File: src/rtl/cr_lsu_randclk_ctrl.sv
// cr_lsu_randclk_ctrl: LFSR-driven dummy-toggle enables for LSU clock gates.
// Ports: forever_cpuclk/cpurst_b (sync, active-low); seu_lsu_randclk_mod_en
//   [31]=global, [NUM_GRP-1:0]=per group; seed_vld/seed load the LFSR;
//   lsu_randclk_upd_req masks groups doing real writes; outputs are the
//   registered per-group enables, the size-buffer alias, and busy.
module cr_lsu_randclk_ctrl #(
    parameter int LFSR_W  = 16,
    parameter int NUM_GRP = 4,
    parameter int MAX_RUN = 7
) (
    input  logic               forever_cpuclk,
    input  logic               cpurst_b,
    input  logic [31:0]        seu_lsu_randclk_mod_en,
    input  logic               seu_lsu_randclk_seed_vld,
    input  logic [LFSR_W-1:0]  seu_lsu_randclk_seed,
    input  logic [NUM_GRP-1:0] lsu_randclk_upd_req,
    output logic [NUM_GRP-1:0] randclk_grp_mod_en,
    output logic               randclk_dp_size_buf_mod_en_w5,
    output logic               randclk_busy
);

    localparam logic [1:0] ST_OFF   = 2'b00;
    localparam logic [1:0] ST_RUN   = 2'b01;
    localparam logic [1:0] ST_DRAIN = 2'b10;

    localparam int CNT_W = 3;
    localparam logic [CNT_W-1:0]  RUN_MAX  = CNT_W'(MAX_RUN);
    localparam logic [LFSR_W-1:0] TAPS     = LFSR_W'(16'hB400);
    localparam logic [LFSR_W-1:0] LFSR_RST = LFSR_W'(16'hACE1);
    localparam logic [LFSR_W-1:0] LFSR_ONE = LFSR_W'(1);

    logic [1:0]                      state_q, state_d;
    logic                            drain_q, drain_d;
    logic [LFSR_W-1:0]               lfsr_q, lfsr_d;
    logic [NUM_GRP-1:0][CNT_W-1:0]   cnt_q, cnt_d;
    logic [NUM_GRP-1:0]              en_q, en_d;
    logic                            busy_q, busy_d;

    logic              glb_en;
    logic              seed_vld;
    logic              run_ok;
    logic [LFSR_W-1:0] lfsr_step;
    logic [LFSR_W-1:0] seed_val;

    // Bits of the control word outside the used fields are ignored.
    logic unused_mod_en;
    assign unused_mod_en = ^seu_lsu_randclk_mod_en[30:NUM_GRP];

    assign glb_en    = seu_lsu_randclk_mod_en[31];
    assign seed_vld  = seu_lsu_randclk_seed_vld;
    assign lfsr_step = lfsr_q[0] ? ((lfsr_q >> 1) ^ TAPS) : (lfsr_q >> 1);
    // A zero seed would lock the LFSR at zero forever.
    assign seed_val  = (seu_lsu_randclk_seed == '0) ? LFSR_ONE
                                                    : seu_lsu_randclk_seed;

    // Dummy toggles only while running, enabled, and not in a seed-load cycle.
    assign run_ok = (state_q == ST_RUN) & glb_en & ~seed_vld;

    always_comb begin
        state_d = state_q;
        drain_d = 1'b0;
        unique case (state_q)
            ST_OFF: begin
                if (glb_en && !seed_vld) begin
                    state_d = ST_RUN;
                end
            end
            ST_RUN: begin
                if (!glb_en) begin
                    state_d = ST_DRAIN;
                end
            end
            ST_DRAIN: begin
                // Two cycles regardless of the enable; drain_q marks the 2nd.
                if (drain_q) begin
                    state_d = ST_OFF;
                end else begin
                    drain_d = 1'b1;
                end
            end
            default: begin
                state_d = ST_OFF;
            end
        endcase
    end

    always_comb begin
        en_d  = '0;
        cnt_d = '0;
        for (int i = 0; i < NUM_GRP; i++) begin
            // A real update already opens the gate; a full run forces a gap.
            en_d[i] = run_ok
                    & seu_lsu_randclk_mod_en[i]
                    & lfsr_q[i]
                    & ~lsu_randclk_upd_req[i]
                    & (cnt_q[i] != RUN_MAX);
            cnt_d[i] = en_d[i] ? (cnt_q[i] + 1'b1) : '0;
        end
    end

    always_comb begin
        lfsr_d = lfsr_q;
        if (seed_vld) begin
            lfsr_d = seed_val;
        end else if (state_q == ST_RUN) begin
            lfsr_d = lfsr_step;
        end
    end

    assign busy_d = (state_d == ST_RUN) || (state_d == ST_DRAIN);

    always_ff @(posedge forever_cpuclk) begin
        if (!cpurst_b) begin
            state_q <= ST_OFF;
            drain_q <= 1'b0;
            lfsr_q  <= LFSR_RST;
            cnt_q   <= '0;
            en_q    <= '0;
            busy_q  <= 1'b0;
        end else begin
            state_q <= state_d;
            drain_q <= drain_d;
            lfsr_q  <= lfsr_d;
            cnt_q   <= cnt_d;
            en_q    <= en_d;
            busy_q  <= busy_d;
        end
    end

    assign randclk_grp_mod_en            = en_q;
    assign randclk_dp_size_buf_mod_en_w5 = en_q[0];
    assign randclk_busy                  = busy_q;

endmodule

File: config.mk
export PLATFORM = sky130hd
export DESIGN_NAME = cr_lsu_randclk_ctrl
export DESIGN_NICKNAME = d
export VERILOG_FILES = /design/src/rtl/cr_lsu_randclk_ctrl.sv
export SDC_FILE = /design/constraint.sdc
export NUM_CORES = 1
export LEC_CHECK = 0
export ABC_CLOCK_PERIOD_IN_PS = 2800
export BUFFER_PORTS_ARGS = -buffer_cell sky130_fd_sc_hd__buf_2
export CAP_MARGIN = 15
export CORE_MARGIN = 2
export CORE_UTILIZATION = 37
export DETAILED_ROUTE_END_ITERATION = 8
export HOLD_SLACK_MARGIN = 0.15
export PLACE_DENSITY = 0.67
export SLEW_MARGIN = 30
export SYNTH_ARGS = -nofsm -noshare
export SYNTH_HDL_FRONTEND = slang
export SYNTH_SLANG_ARGS = --single-unit
File: constraint.sdc
create_clock -name forever_cpuclk -period 2.8 [get_ports forever_cpuclk]
set_input_delay 0.14 -clock forever_cpuclk [delete_from_list [all_inputs] [get_ports forever_cpuclk]]
set_output_delay 0.14 -clock forever_cpuclk [all_outputs]
set_load 0.01 [all_outputs]
# Word-level counts from Yosys, hierarchy flattened
# Index checks and enable logic that the tools add are counted.
[classes] n_eq_ne=8 n_reduce_logical=11 add_sub_neg=4 n_mux=9 bitwise=24
[ops] cell="16-bit two-way mux" n=4
[ops] cell="1-bit bitwise AND" n=18
[ops] cell="16-bit zero test" n=1
[ops] cell="3-bit by 1-bit adder with 3-bit output, second input constant" n=4
[ops] cell="3-bit inequality test, second input constant" n=4
[ops] cell="2-bit AND reduction" n=5
[ops] cell="2-bit two-way mux" n=3
[ops] cell="2-bit one-hot mux with 3 select lines" n=1
[ops] cell="1-bit NOT" n=5
[ops] cell="2-bit by 1-bit == test with 1-bit output, second input constant" n=2
[ops] cell="2-bit == test, second input constant" n=2
[ops] cell="3-bit NOT with 4-bit output" n=1
[ops] cell="2-bit zero test" n=1
[ops] cell="2-bit nonzero test" n=1
[ops] cell="1-bit logical AND" n=1
[ops] cell="1-bit zero test" n=1
[ops] cell="1-bit logical OR" n=1
[ops] cell="1-bit two-way mux" n=1
[totals] input_bits=55 ff_bits=36 word_cells=65

# Longest topological paths before layout
[depth] ltp_word=8 depth_mapped=6 ltp_nobuf=5

# Least setup slack after synthesis
# OpenSTA, ideal clock, no wires.
[synth_path] kind="reg-to-reg" start="register state_q[0]" end="register lfsr_q[5]" setup_time_ns=0.130 t_required_ns=2.670 n_path_buf=1 arrival_ns=1.135 stages_incl_launch_ff=6 slack_ns=1.536 path_cell_list="dfxtp_1 -> nor2b_2 -> buf_6 -> mux2_2 -> mux2i_1 -> nand2_1"
[synth_between] elab_chain_cells=2
[synth_rtl] item="from (decl)" line_no="32" rtl="logic [1:0] state_q, state_d;"
[synth_rtl] item="from (signal assigned)" line_no="121" rtl="state_q <= state_d;"
[synth_rtl] item="2-bit by 1-bit == test with 1-bit output" line_no="105" rtl="end else if (state_q == ST_RUN) begin"
[synth_rtl] item="2-bit nonzero test (no line)"
[synth_rtl] item="to (signal assigned)" line_no="123" rtl="lfsr_q <= lfsr_d;"
[synth_rtl] item="to (decl)" line_no="34" rtl="logic [LFSR_W-1:0] lfsr_q, lfsr_d;"
# Every way passes these cells.
# A chain may end at the register's enable or synchronous reset.

# Final worst setup path
[layout_path] start="register state_q[0]" end="register lfsr_q[11]"
# Same word-level chain as after synthesis.

==> results_tabular.tex <==
\begin{tabular}{lr}
\hline
Metric & Value \\
\hline
\multicolumn{2}{l}{\textbf{Status}} \\
Result of the run & completed \\
\multicolumn{2}{l}{\textbf{Placed design}} \\
Total half-perimeter wirelength after legalization and detailed placement & 2090 um \\
Final weighted congestion of routability-driven global placement & 0.693 \\
Port-buffer cells & 33 \\
Post-Place Worst Slack & 1.08 ns \\
\multicolumn{2}{l}{\textbf{Timing}} \\
Aggregate negative setup slack & 0 ns \\
Final Hold Vio Count & 0 \\
Minimum hold slack & 0.163 ns \\
Final worst slack & roughly 1.1 ns \\
Count of final max-slew check failures & 0 \\
Fmax & between 0.5 and 0.6 GHz \\
Total setup violations reported at the end of the flow & 0 \\
Slew Limit Headroom & a little over half \\
Final critical path time including I/O delays and setup & 1.73 ns \\
Final period util & 61.9\% \\
Transition time at the pin with the least slew margin & 0.700 ns \\
RSZ-0062 raised after global routing & false \\
Post-route clock skew & 0.00324 ns \\
\multicolumn{2}{l}{\textbf{Routing}} \\
Vias & 1,260 \\
DRC & 0 \\
ANT nets after route & 0 \\
Number of DRC markers in iteration 0 & 25 \\
Post-detailed-route via-to-cell ratio & about 5 \\
Iteration count of the initial detailed-routing pass & 4 \\
Post-Route WL & 3230 um \\
Avg WL per Cell & approximately 13 um \\
\multicolumn{2}{l}{\textbf{Flow run}} \\
Maximum capacitance violations & 0 \\
\multicolumn{2}{l}{\textbf{Synth}} \\
Cell types with the largest area share after synthesis & dfxtp\_1 45\%, mux2i\_1 8.1\%, ha\_1 6.2\%, and3\_1 4.7\%, nand2\_1 4.4\% \\
Avg Cell Area, Syn & 10.4 sq um \\
Number of synthesized register bits & 36 \\
Number of cells produced by synthesis & 154 \\
Nets in the synthesized netlist & approximately 220 \\
Top-area cell type share of the netlist area & 45.0\% \\
YS warnings & 0 \\
Combined area of all synthesized cells & between 0.0015 and 0.002 sq mm \\
Post-synthesis cell type with the largest combined area & dfxtp\_1 \\
Sequential fraction of the synthesis area & 45.0\% \\
Count of distinct cell types in the synthesized netlist & 34 \\
\multicolumn{2}{l}{\textbf{Clock tree}} \\
Maximum clock path buffer count & 2 \\
Clock tree root buffer cell & clkbuf\_8 \\
Post-CTS sizing & 0 \\
Maximum level of the CTS H-tree & 2 \\
Clock insertion delay at the later pin of the skew report & 0.28 ns \\
Clock edge transition at the registers on the reported setup and hold paths & 0.07 ns \\
Cts bufs inserted & 5 \\
CTS tree & built \\
Number of clock sinks & 36 \\
\multicolumn{2}{l}{\textbf{Power and ir drop}} \\
Internal cell power & 774 uW \\
Sw Ratio & 23.7\% \\
Maximum VDD drop & 0.375 mV \\
Flop pwr share & 53.9\% \\
Pleak & 0.000982 uW \\
Sw power & approximately 240 uW \\
Part of the total power dissipated in combinational logic & 12.6\% \\
Clock network power share & approximately 34\% \\
Power per cell area & 500 mW/mm\^{}2 \\
\multicolumn{2}{l}{\textbf{Setup path}} \\
Largest stage delay on the critical path & 0.43 ns \\
Worst reg2reg setup slack & roughly 1.1 ns \\
Arr. time, crit path & approximately 1.9 ns \\
Worst Setup End Kind & register \\
Startpoint-to-endpoint class of the critical path & register to register \\
CP Buf/Inv Count & 1 \\
Reg2Reg Depth & 5 \\
Critical-path maximum fanout & 12 \\
Worst-path cell with the longest stage delay & nor2b\_2 \\
Top cell family by delay on the critical path & simple AND/OR/NAND/NOR gates \\
Beginning of the worst register-to-register path & state\_q[0] \\
Reg-to-reg endpoint & lfsr\_q[11] \\
Ordered list of cells on the worst path & nor2b\_2, buf\_4, mux2\_4, mux2i\_1, nand2\_1 \\
Required time reported for the critical path endpoint & 2.96 ns \\
CP startpoint kind & register \\
\multicolumn{2}{l}{\textbf{Global route}} \\
Total global-route track usage & between 10 and 15\% \\
Number of global-route vias before repair & 1,205 \\
Largest net degree at the start of global routing & 22 \\
Wire length of the first global-routing pass & 5320 um \\
Number of antenna violations at the first check in global routing & 0 \\
Gr ovfl total & 0 \\
\multicolumn{2}{l}{\textbf{Floorplanning}} \\
Num rows & 23 \\
Horizontal die dimension & 69.8 um \\
I/O pin total & 61 \\
DIE HEIGHT & 69.8 um \\
Floorplan Core Area & between 0.004 and 0.005 sq mm \\
Die Area & 0.00487 sq mm \\
Effective utilization at floorplan & between 30\% and 40\% \\
\multicolumn{2}{l}{\textbf{Hold path}} \\
Hold path startpoint & seu\_lsu\_randclk\_mod\_en[3] \\
Worst hold path class & input port to register \\
Endpoint with the worst hold slack & cnt\_q[9] \\
Number of cells on the worst hold path & 3 \\
\multicolumn{2}{l}{\textbf{Finish}} \\
Area growth from synthesis to layout & 26.4\% \\
Layout net count & 267 \\
Share of layout cells above drive strength 1 & 26.0\% \\
Commonest cells after routing, fill and taps aside & 36 x dfxtp\_1, 33 x buf\_2, 19 x nand2\_1, 19 x dlygate4sd3\_1, 13 x mux2i\_1 \\
Number of antenna diodes & 0 \\
Commonest non-fill, non-tap cell in the layout & dfxtp\_1 \\
\hline
\end{tabular}
-- state kept, by name, summed over array words and instances (netlist names) --
register            cells
cnt_q                  12
lfsr_q                 16
state_q                 2
randclk_busy            1
drain_q                 1
randclk_grp_mod_en      4
-- power by group through the flow --
stage	Sequential [uW]	Clock, uW	Combinational [uW]
floorplan	553	0	79.2
global placement	557	0	105
detailed placement	558	0	106
CTS	546	353	127
global route	549	373	142
finish	546	339	128
-- cell usage after synthesis --
master,count
a21boi_0,1
o21ai_0,2
clkbuf_1,2
a21oi_1,1
dfxtp_1,36
and4bb_2,1
o21a_1,1
clkbuf_4,1
inv_1,2
nand4_1,1
nor4_1,4
o211a_1,7
and3_1,12
nand3b_4,1
mux2_2,3
a32oi_1,1
xnor2_1,3
buf_2,3
nor2_1,9
nor3_1,2
buf_12,1
nor3b_1,1
or2_2,1
o211ai_1,3
nand2_1,19
mux2_4,2
buf_4,1
mux2i_1,13
nor3_2,4
or3_1,1
buf_6,2
nor2b_2,1
ha_1,8
nand3_1,4
-- worst max path at each step --
stage	start	cells past startpoint	to	slack [ns]
after global routing	state_q[0]	5	lfsr_q[11]	0.90
after detailed placement	state_q[0]	5	lfsr_q[11]	1.08
final	state_q[0]	5	lfsr_q[11]	1.07
after CTS	state_q[0]	5	lfsr_q[11]	1.06
after floorplan	state_q[0]	5	lfsr_q[5]	1.54
after global placement	state_q[0]	5	lfsr_q[15]	1.12
-- layout make-up --
class                           count  area (sq um)
Clock inverter                      1          5.00
Fill cell                         395          2060
Multi-Input combinational cell    106           795
Clock buffer                        6          72.6
Tap cell                           50          62.6
Timing Repair Buffer               53           363
Sequential cell                    36           721
Inverter                            2          7.51
-- worst reg2reg max path, cell delays in order, from the launching register on --
cell and delay (ns):
dfxtp_1 0.36, nor2b_2 0.43, buf_4 0.30, mux2_4 0.32, mux2i_1 0.14, nand2_1 0.06
-- timing repair --
action | CTS | global route
hold endpoints to repair | 20 | 0
setup buffers | 0 | 0
setup endpoints to repair | 0 | 0
hold buffers | 19 | 0
-- per-stage QoR --
step           instance area, sq um  util (%)  power [uW]  cells
5_1_grt                        2030      49.6        1060    254
3_5_place_dp                   1760      43.0         664    228
6_report                       2030      49.6        1010    254
2_1_floorplan                  1600         -         632    154
3_3_place_gp                   1760      43.0         662    228
4_1_cts                        2030      49.6        1030    254
-- logic make-up after synthesis --
kind of cell	after synthesis	synth area share, %
buffers and inverters	12	5.46
adders and majority gates	8	6.25
and+or+nand+nor	61	21.4
AOI/OAI and AO/OA	16	8.20
xor gates and xnor gates	3	1.64
DFF	36	45.0
muxes	18	12.1
-- metal layers --
layer | GRT usage [%] | part of all wire (%) | routed length, um | vias to the layer above
met5 | 0 | 0 | 0 | -
met1 | 16.2 | 44 | 1430 | 581
li1 | - | - | - | 647
met4 | 7.69 | 2.3 | 74 | 0
met3 | 5.52 | 3.6 | 116 | 8
met2 | 22.4 | 50 | 1610 | 24
Power figures use the tool's default switching activity.
